`src/rtl/tt_capture_pkg.sv`:
```
// Shared types and width helpers for the truth-table capture engine.
package tt_capture_pkg;

    localparam int N_IN_MAX = 7;
    localparam int SETTLE_W = 4;

    typedef enum logic [1:0] {
        IDLE = 2'd0,
        RUN  = 2'd1,
        DONE = 2'd2
    } state_e;

    function automatic int tt_width(input int n_in);
        return 1 << n_in;
    endfunction

    // One index bit per network input, since the table holds 2^N_IN entries.
    function automatic int idx_width(input int n_in);
        return (n_in < 1) ? 1 : n_in;
    endfunction

endpackage

```
`src/rtl/tt_capture_if.sv`:
```
// Host/network-facing signal bundle of tt_capture; compare signals exist only
// when TT_CAPTURE_CMP_EN is defined.
interface tt_capture_if
    import tt_capture_pkg::*;
#(
    parameter int N_IN = 7
);
    localparam int TT_W = tt_width(N_IN);

    logic            start;
    logic            f_in;
    logic [N_IN-1:0] x_out;
    logic            busy;
    logic            done;
    logic [TT_W-1:0] tt;

`ifdef TT_CAPTURE_CMP_EN
    localparam int IDX_W = idx_width(N_IN);

    logic [TT_W-1:0]  exp_tt;
    logic             match;
    logic [IDX_W-1:0] mismatch_idx;

    modport master (
        output start, f_in, exp_tt,
        input  x_out, busy, done, tt, match, mismatch_idx
    );

    modport slave (
        input  start, f_in, exp_tt,
        output x_out, busy, done, tt, match, mismatch_idx
    );
`else
    modport master (
        output start, f_in,
        input  x_out, busy, done, tt
    );

    modport slave (
        input  start, f_in,
        output x_out, busy, done, tt
    );
`endif

endinterface

```
`src/rtl/tt_settle_timer.sv`:
```
// 4-bit loadable down-counter; expired is high while the count sits at zero.
module tt_settle_timer
    import tt_capture_pkg::*;
(
    input  logic                clk,
    input  logic                rst,
    input  logic                load,
    input  logic                en,
    input  logic [SETTLE_W-1:0] load_val,
    output logic                expired
);

    logic [SETTLE_W-1:0] cnt_q, cnt_d;

    always_comb begin
        cnt_d = cnt_q;
        if (load) begin
            cnt_d = load_val;
        end else if (en && (cnt_q != '0)) begin
            cnt_d = cnt_q - 1'b1;
        end
    end

    always_ff @(posedge clk or posedge rst) begin
        if (rst) begin
            cnt_q <= '0;
        end else begin
            cnt_q <= cnt_d;
        end
    end

    assign expired = (cnt_q == '0);

endmodule

```
`src/rtl/tt_capture.sv`:
```
// Truth-table capture engine: sweeps every input vector through an external network
// and publishes the sampled outputs as one table. TT_CAPTURE_CMP_EN adds an expected-table compare.
module tt_capture
    import tt_capture_pkg::*;
#(
    parameter int N_IN   = 7,
    parameter int SETTLE = 1,
    parameter int TT_W   = tt_width(N_IN)
) (
    input logic         clk,
    input logic         rst,
    tt_capture_if.slave bus
);

    localparam int                  IDX_W     = idx_width(N_IN);
    localparam logic [IDX_W-1:0]    IDX_LAST  = IDX_W'(TT_W - 1);
    localparam logic [SETTLE_W-1:0] SETTLE_LD = SETTLE_W'(SETTLE);

    state_e           state_q, state_d;
    logic [IDX_W-1:0] idx_q, idx_d;
    logic [N_IN-1:0]  x_out_q, x_out_d;
    logic [TT_W-1:0]  shadow_q, shadow_d;
    logic [TT_W-1:0]  tt_q, tt_d;
    logic             armed_q, armed_d;

    logic tmr_load;
    logic tmr_en;
    logic tmr_expired;

    tt_settle_timer u_timer (
        .clk      (clk),
        .rst      (rst),
        .load     (tmr_load),
        .en       (tmr_en),
        .load_val (SETTLE_LD),
        .expired  (tmr_expired)
    );

    // armed_q blocks a start that coincides with the first edge after reset release.
    always_comb begin
        state_d  = state_q;
        idx_d    = idx_q;
        x_out_d  = x_out_q;
        shadow_d = shadow_q;
        tt_d     = tt_q;
        armed_d  = 1'b1;
        tmr_load = 1'b0;
        tmr_en   = 1'b0;

        case (state_q)
            IDLE: begin
                x_out_d = '0;
                if (bus.start && armed_q) begin
                    state_d  = RUN;
                    idx_d    = '0;
                    tmr_load = 1'b1;
                end
            end
            RUN: begin
                if (!tmr_expired) begin
                    tmr_en = 1'b1;
                end else begin
                    shadow_d[idx_q] = bus.f_in;
                    if (idx_q == IDX_LAST) begin
                        // Publish the whole table, including the final sample, on the edge entering DONE.
                        state_d = DONE;
                        x_out_d = '0;
                        tt_d    = shadow_d;
                    end else begin
                        idx_d    = idx_q + IDX_W'(1);
                        x_out_d  = idx_d;
                        tmr_load = 1'b1;
                    end
                end
            end
            DONE: begin
                state_d = IDLE;
                x_out_d = '0;
                idx_d   = '0;
            end
            default: begin
                state_d = IDLE;
            end
        endcase
    end

    always_ff @(posedge clk or posedge rst) begin
        if (rst) begin
            state_q  <= IDLE;
            idx_q    <= '0;
            x_out_q  <= '0;
            shadow_q <= '0;
            tt_q     <= '0;
            armed_q  <= 1'b0;
        end else begin
            state_q  <= state_d;
            idx_q    <= idx_d;
            x_out_q  <= x_out_d;
            shadow_q <= shadow_d;
            tt_q     <= tt_d;
            armed_q  <= armed_d;
        end
    end

    assign bus.x_out = x_out_q;
    assign bus.busy  = (state_q == RUN);
    assign bus.done  = (state_q == DONE);
    assign bus.tt    = tt_q;

`ifdef TT_CAPTURE_CMP_EN
    logic             match_q, match_d;
    logic [IDX_W-1:0] mismatch_idx_q, mismatch_idx_d;

    function automatic logic [IDX_W-1:0] first_diff(input logic [TT_W-1:0] diff);
        logic [IDX_W-1:0] pos;
        pos = '0;
        for (int i = TT_W - 1; i >= 0; i--) begin
            if (diff[i]) begin
                pos = IDX_W'(i);
            end
        end
        return pos;
    endfunction

    // Compare results are taken together with the new table so they are valid during done.
    always_comb begin
        match_d        = match_q;
        mismatch_idx_d = mismatch_idx_q;
        if ((state_q == RUN) && (state_d == DONE)) begin
            match_d        = (tt_d == bus.exp_tt);
            mismatch_idx_d = first_diff(tt_d ^ bus.exp_tt);
        end
    end

    always_ff @(posedge clk or posedge rst) begin
        if (rst) begin
            match_q        <= 1'b0;
            mismatch_idx_q <= '0;
        end else begin
            match_q        <= match_d;
            mismatch_idx_q <= mismatch_idx_d;
        end
    end

    assign bus.match        = match_q;
    assign bus.mismatch_idx = mismatch_idx_q;
`endif

endmodule
```
`src/flat_wrapper.sv`:
```
// flat-port wrapper written by rule: the top's interface ports become plain ports
module tt_capture_flat import tt_capture_pkg::*;
#(
    parameter int N_IN   = 7,
    parameter int SETTLE = 1,
    parameter int TT_W   = tt_width(N_IN)
)
  (clk, rst, bus_start, bus_f_in, bus_x_out, bus_busy, bus_done, bus_tt);
  tt_capture_if #(.N_IN(N_IN)) bus_i ();
  input logic clk;
  input logic rst;
  input wire logic [$bits(bus_i.start)-1:0] bus_start;
  input wire logic [$bits(bus_i.f_in)-1:0] bus_f_in;
  output wire logic [$bits(bus_i.x_out)-1:0] bus_x_out;
  output wire logic [$bits(bus_i.busy)-1:0] bus_busy;
  output wire logic [$bits(bus_i.done)-1:0] bus_done;
  output wire logic [$bits(bus_i.tt)-1:0] bus_tt;
  assign bus_i.start = bus_start;
  assign bus_i.f_in = bus_f_in;
  assign bus_x_out = bus_i.x_out;
  assign bus_busy = bus_i.busy;
  assign bus_done = bus_i.done;
  assign bus_tt = bus_i.tt;
  tt_capture #(.N_IN(N_IN), .SETTLE(SETTLE), .TT_W(TT_W)) u_core (.clk(clk), .rst(rst), .bus(bus_i));
endmodule
```
`config.mk`:
```
export PLATFORM = sky130hd
export DESIGN_NAME = tt_capture_flat
export DESIGN_NICKNAME = d
export VERILOG_FILES = /design/src/rtl/tt_capture_pkg.sv /design/src/rtl/tt_capture_if.sv /design/src/rtl/tt_settle_timer.sv /design/src/rtl/tt_capture.sv /design/src/flat_wrapper.sv
export SDC_FILE = /design/constraint.sdc
export NUM_CORES = 1
export LEC_CHECK = 0
export CAP_MARGIN = 20
export CORE_MARGIN = 2
export CORE_UTILIZATION = 57
export CTS_BUF_LIST = sky130_fd_sc_hd__clkbuf_4 sky130_fd_sc_hd__clkbuf_8 sky130_fd_sc_hd__clkbuf_16
export CTS_CLUSTER_SIZE = 40
export DETAILED_ROUTE_END_ITERATION = 7
export PLACE_DENSITY = 0.8
export SLEW_MARGIN = 20
export SYNTH_ARGS = -nofsm -noshare
export SYNTH_HDL_FRONTEND = slang
export SYNTH_SLANG_ARGS = --single-unit
```
`constraint.sdc`:
```
create_clock -name clk -period 13.4 [get_ports clk]
set_input_delay 2.68 -clock clk [delete_from_list [all_inputs] [get_ports clk]]
set_output_delay 2.68 -clock clk [all_outputs]
set_load 0.1 [all_outputs]
```
After elaboration in Yosys (flattened, before gate mapping)
Cells that the tools add are included.

cells by class
  add/sub/neg operators = 2
  multipliers = 0
  div/mod/pow operators = 0
  magnitude comparators = 2
  equal/unequal tests = 7
  shift-type cells = 0
  muxes and demuxes = 22
  bitwise gates (word level) = 0
  reduce and logical (&&, ||, !) cells = 15

operator list
  cell                 count
  $bwmux 128           1
  $mux 7               5
  $pmux 7 s3           1
  $pmux 7 s2           1
  $lt 7x8->1 const B   1
  $mux 4               2
  $add 7x1->7 const B  1
  $demux 1 s7          1
  $eq 7x7->1 const B   1
  $ge 7x1->1 const B   1
  $mux 1               6
  $mux 2               3
  $ne 2x1->1 const B   3
  $reduce_and 3->1     2
  $logic_not 4->1      1
  $pmux 2 s2           1
  $reduce_and 2->1     2
  $reduce_and 4->1     1
  $reduce_bool 2->1    2
  $reduce_bool 4->1    1
  $sub 4x1->4 const B  1
  $logic_and 1x1->1    3
  $reduce_bool 3->1    1
  $eq 2x1->1 const B   1
  5 further kinds      5

storage, ports and cells
  register bits after elaboration = 277
  bits in latches = 0
  bits in writable memories = 0
  ROM bits = 0
  bits of input ports = 4
  output and inout port bits = 137
  memories kept = 0

Longest topological paths before layout
Gate-level depths: netlist of the first run.

  word-level depth = 6
  mapped depth = 10

Modules after synthesis
Synthesis of the first run repeated with hierarchy kept, for this count alone.

second synthesis, totals
  cell total of the unflattened synthesis = 1,338
  area total of the unflattened synthesis = 13,329.0 µm²

modules (own cells, without submodules)
  module           times used  cells each  area each (µm²)  sequential area each (µm²)
  tt_capture       1           1,310       13,067.5         6,831.6
  tt_settle_timer  1           28          261.5            100.1

Worst setup path after synthesis of the first run
Ideal clock, no wire load.

  kind = register to output
  start = reg u_core.state_q[0]
  end = out bus_done
  arrival time = 1.756 ns
  required time = 10.720 ns
  slack = 8.964 ns
  cell stages (with the launch flop) = 2
  buffers on the path = 0
  cell sequence = dfrtp_1 -> nor2b_1

between the ends
  longest elaborated chain between the ends = 1

RTL lines
  what                    line                text
  from (decl)             tt_capture.sv:19    state_e state_q, state_d;
  from (signal assigned)  tt_capture.sv:96    state_q <= state_d;
  $eq 2x2->1              tt_capture.sv:107   assign bus.done = (state_q == DONE);
  to (decl)               flat_wrapper.sv:16  output wire logic [$bits(bus_i.done)-1:0] bus_done;

Every way passes these cells.

Worst setup path after layout of the first run
  start = reg u_core.state_q[1]
  end = out bus_busy

between the ends
  longest elaborated chain between the ends = 1

RTL lines
  what        line                text
  $eq 2x1->1  tt_capture.sv:106   assign bus.busy = (state_q == RUN);
  to (decl)   flat_wrapper.sv:15  output wire logic [$bits(bus_i.busy)-1:0] bus_busy;

Every way passes these cells.

==> flow_summary.toml, run 1 <==
[run_status]
status = "completed"

[clock_network]
cts.repair.resized = 0
postCtsSetupRepairBufs = 0
clock_latency_ps = 530
cts_max_level = 1
root_buffer = "clkbuf_16"
clock-sinks = 277
cts_tree = "done"
path_clk_slew_ps = 60
ctsHoldBuffers = 0
clockBufferDepth = 3
cts_made_buffers = 29

[detailed_routing]
drc = 0
routedWlPerCell_um = 18.9
drt_iter0_drc = 801
dr.pass1.iters = 8
drt_wl_total_um = 31100
via_per_inst = 5.70
num_vias = 9378
ant_nets = 0

[logic_synthesis]
synth_area_leader_cell = "dfrtp_1"
synth_edf_count = 0
synthFlopType = "dfrtp_1"
synth_common_cells = "277 x dfrtp_1, 257 x nand2_1, 143 x nor2_1"
synth_area_leaders = "dfrtp_1 53%, mux2_2 10%, mux2i_1 9.7%"
synthesis.instances = 1267
synth_async_sr_flop_share_pct = 100
synth_area_um2 = 13100
yosys_warnings = 0
synth_cell_types = 47
syn-num-nets = 1273
ys_ff_latch = 277
avgSynthCellArea_um2 = 10.3
yosysSeqAreaShare_pct = 52.9
yosysMostFrequentCell = "dfrtp_1"
synth_top_area_share_pct = 52.9

[run]
maxCapViolCount = 0

[global_route]
grt_pass1_wl_um = 49700
overflow = 0
grt_max_degree = 154
grt_pass1_vias = 9206
antenna_found_initial = 0
grt_use_total_pct = 26.0

[final_layout]
layout.nets = 1347
drive_above_1_share_pct = 16.3
seq_area_um2 = 6930
num_antenna_cells = 0
syn2layout_area_growth_pct = 18.8
multi_input_comb_area_um2 = 5700
nFillCells = 1654

[floorplanning]
fp.dieH_um = 156
die-area_um2 = 24200
core_um2 = 22600
rows = 55
die_w_um = 156
start_util_pct = 57.9
pin_count = 141

[hold_path]
hold_path_class = "register to register"
hp-start = "u_core.bus.x_out[0]"
min_to = "u_core.bus.x_out[0]"
min_path_cells = 1

[setup_path]
r2r_setup_slack_ps = 9740
reg2reg_from = "u_core.idx_q[4]"
cp_max_fo = 12
crit_chain = "nand2b_1, inv_1, clkdlybuf4s50_1"
path_buf_inv = 2
path_class = "register to primary output"
start_kind = "register"
rr_endpoint = "u_core.bus.tt[54]"
cp_top_family = "buffers and inverters"
worst_ep_arrival_time_ps = 3140
crit_path_end_kind = "primary output"
critical_path_depth = 3
cp.required_ps = 10720
cp_slowest_cell = "clkdlybuf4s50_1"
rr_worst_depth = 6
critPathMaxStageDelay_ps = 1180

[timing]
slew-limit-headroom_pct = 23.6
setup_viol_count_final = 0
min_period_ps = 5820
finalSetupTns_ps = 0
hold_violations = 0
rsz0062_at_grt = "no"
fmaxAchievable_ghz = 0.172
post-route-period-util_pct = 43.5
tightestPinTransition_ps = 1150
fin_skew_ps = 10.5
slew_violations = 0

[place]
globalplace.congestion = 0.787
port_buffers = 140
dpl.hpwl_um = 17800

[power_and_ir_drop]
ir_drop_mv = 0.0800
finalPower_uw = 1760
p_leak_uw = 0.00662
power_density_nw_per_um2 = 113
## worst max-delay path by stage
stage | from | endpoint | slack (ps)
2_1_floorplan | rst | u_core.armed_q | 3080
3_3_place_gp | u_core.state_q[1] | bus_busy | 8180
3_5_place_dp | u_core.state_q[1] | bus_busy | 8140
4_1_cts | u_core.state_q[1] | bus_busy | 7560
5_1_grt | u_core.state_q[1] | bus_busy | 7450
6_report | u_core.state_q[1] | bus_busy | 7580
## worst reg2reg max path, cell delays in order (launching register included)
cell and delay, ps:
dfrtp_1 900, nand4_2 440, nor4_4 340, buf_4 820, buf_4 770, nor2_1 100, a21oi_1 200
## flip-flops by register name, indices dropped and copies added (netlist names)
name,cells
u_core.shadow_q,128
u_core.bus.x_out,7
u_core.u_timer.cnt_q,4
u_core.bus.tt,128
u_core.armed_q,1
u_core.idx_q,7
u_core.state_q,2
## cell usage in the layout, fill, tap and decap left out, types with 4 or more instances in the layout
master             n
buf_4             20
mux2_1             8
dfrtp_1          277
clkbuf_4           6
nand3_1            5
nor2_1           143
and4b_1            4
o21ai_0            4
mux2i_1          127
clkbuf_8           6
clkdlybuf4s50_1  139
clkbuf_16         29
nand2_1          257
a21oi_1          131
nor3_4             7
nor4bb_2           6
mux2_2           120
a21o_1             8
## routing by layer
| metal | track usage [%] | share of wire (%) | vias up |
|---|---|---|---|
| met5 | 0 | 0 | - |
| met4 | 7.47 | 2.6 | 0 |
| met3 | 3.14 | 5.9 | 57 |
| met2 | 41.3 | 47 | 305 |
| met1 | 38.0 | 44 | 4616 |
| li1 | - | - | 4400 |
## metrics by stage
step	std cells	util, %	setup WS, ps	hold WS (ps)	instance area [µm²]
6_report	1645	68.8	7580	482	15600
5_1_grt	1645	68.8	7450	496	15600
4_1_cts	1645	68.8	7560	483	15600
3_5_place_dp	1595	64.4	8140	470	14600
3_3_place_gp	1595	64.4	8180	466	14600
2_1_floorplan	1267	-	3080	464	13100
## final cells by class
cell class	instances	area share (%)
well taps	285	2.29
clock inverters	9	0.884
repair buffers	161	10.1
clock buffers	41	5.48
flip-flops and latches	277	44.5
inverters	4	0.145
multi-input cells	868	36.6
## where the power goes
part	switching [µW]	internal, µW	total (µW)
combinational	38.3	23.1	61.3
sequential	10.5	856	867
clock	327	500	827
## kinds of logic (layout without fill, tap and decap cells)
family / count (synthesis) / count (layout) / synth area share [%]
muxes: 255 / 255 / 20.7
adders and majority gates: 2 / 2 / 0.191
DFF: 277 / 277 / 52.9
and+or+nand+nor: 450 / 450 / 15.0
buffers and inverters: 122 / 215 / 4.52
xor gates and xnor gates: 6 / 6 / 0.401
AOI/OAI and AO/OA: 154 / 154 / 6.30
other: 1 / 1 / 0.0286
(Power assumes the default switching activity.)
==> run 2, diff against run 1 <==
- CORE_UTILIZATION: 57 -> 51
- PLACE_DENSITY: 0.8 -> 0.76
- clock period: 13.4 -> 4.7 ns (I/O delays scaled with it)
==> run 2 against run 1 <==
Against the previous run:
- power rose to 2.9 times the previous value
- core utilization fell by 6.5 points
- first-iteration DRC count fell by 3.6%
- sequential share of layout area fell by 0.33 points
- final area rose by 0.75%
- die area rose by 11%
- setup slack got worse by 6300 ps
- register-to-register slack got worse by 8100 ps
- combinational power rose to 3.1 times the previous value
- clock power rose to 2.9 times the previous value
- clock skew barely moved
- global-route usage fell by 2.9 points
- critical path type unchanged
- largest power group unchanged
==> flow_summary.toml, run 2 (synthesis gave the netlist of run 1 again) <==
[run_status]
status = "completed"

[detailed_routing]
via_per_inst = 5.58
wl_met1_um = 14300
num_vias = 9464
wl_met2_um = 14400
wl_met3_um = 1790
routedWlPerCell_um = 18.3
top_layer = "met4"
drc = 0
drt_wl_total_um = 31000
dr.pass1.iters = 5
drt_iter0_drc = 772
ant_nets = 0

[clock_network]
postCtsSetupRepairBufs = 0
root_buffer = "clkbuf_16"
cts.repair.resized = 0
cts_max_level = 1
cts_tree = "done"
clock_latency_ps = 540
clock-sinks = 277
clockBufferDepth = 3
path_clk_slew_ps = 60
ctsHoldBuffers = 0
cts_made_buffers = 29

[final_layout]
utilization_pct = 62.3
layout.nets = 1350
syn2layout_area_growth_pct = 19.7
num_antenna_cells = 0
drive_above_1_share_pct = 16.7
final_cell_mix = "277 x dfrtp_1, 257 x nand2_1, 143 x nor2_1"
final_common_cell = "dfrtp_1"

[setup_path]
cp_slowest_cell = "nand2b_1"
start_kind = "register"
path_class = "register to primary output"
cp_top_family = "simple AND/OR/NAND/NOR gates"
rr_endpoint = "u_core.shadow_q[70]"
critPathMaxStageDelay_ps = 820
r2r_setup_slack_ps = 1640
cp_max_fo = 12
path_buf_inv = 2
cp.required_ps = 3760
crit_path_end_kind = "primary output"
reg2reg_from = "u_core.idx_q[2]"
worst_ep_arrival_time_ps = 2440
crit_chain = "nand2b_1, inv_1, buf_4"
rr_worst_depth = 4

[hold_path]
hold_path_class = "register to register"
min_to = "u_core.bus.x_out[5]"
min_path_cells = 1
hp-start = "u_core.bus.x_out[5]"

[timing]
rsz0062_at_grt = "no"
slew_violations = 0
fin_skew_ps = 10.2
fmaxAchievable_ghz = 0.296
hold_violations = 0
setup_viol_count_final = 0
post-route-period-util_pct = 71.9
finalSetupTns_ps = 0
slew-limit-headroom_pct = 26.3
tightestPinTransition_ps = 1100
min_period_ps = 3380

[run]
maxCapViolCount = 0

[floorplanning]
rows = 58
die_w_um = 164
fp.dieH_um = 164
start_util_pct = 52.1
die-area_um2 = 27000
pin_count = 141
core_um2 = 25200

[place]
dpl.hpwl_um = 19100
globalplace.congestion = 0.783
port_buffers = 140

[global_route]
grt_pass1_vias = 9047
grt_use_total_pct = 23.1
grt_max_degree = 182
grt_pass1_wl_um = 49300
overflow = 0
antenna_found_initial = 0

[power_and_ir_drop]
p_leak_uw = 0.00662
power_density_nw_per_um2 = 323
ir_drop_mv = 0.233
run 2: cell count changes in the layout (fill, tap and decap cells not counted), sizes merged:
cell,delta
buf,+4
clkinvlp,+7
bufinv,+1
clkdlybuf4s50,-1
clkbuf,-5
run 2: layer usage:
layer | GRT usage, % | vias up
met5 | 0 | -
met4 | 5.10 | 0
met3 | 3.26 | 44
met2 | 36.3 | 259
met1 | 34.2 | 4763
li1 | - | 4398
run 2: worst max-delay path by stage:
stage | depth (start not counted) | start | to | slack, ps
after global placement | 6 | u_core.u_timer.cnt_q[0] | u_core.shadow_q[101] | 1740
after floorplan | 1 | rst | u_core.armed_q | 90
after global routing | 3 | u_core.state_q[1] | bus_busy | 1180
after detailed placement | 6 | u_core.u_timer.cnt_q[0] | u_core.shadow_q[101] | 1650
final | 3 | u_core.state_q[1] | bus_busy | 1320
after CTS | 3 | u_core.state_q[1] | bus_busy | 1300
run 2: area by class of cell:
type	count	area, µm²
Fill cell	2011	9490
Sequential cell	277	6930
Inverter	4	18.8
Clock inverter	17	209
Tap cell	330	413
Clock buffer	36	803
Multi-Input combinational cell	868	5700
Timing Repair Buffer	164	1620
run 2: stage by stage:
step	hold slack [ps]	total power [µW]	instances	area (µm²)	worst slack [ps]
after global routing	500	5230	1696	15700	1180
after floorplan	464	2650	1267	13100	94.6
after detailed placement	465	2710	1643	14700	1650
after CTS	487	5100	1696	15700	1300
after global placement	464	2700	1643	14700	1740
final	481	5070	1696	15700	1320
run 2: report_power, final:
group / internal, µW / switching, µW
Combinational: 70.2 / 119
Sequential: 2440 / 29.2
Clock: 1440 / 977
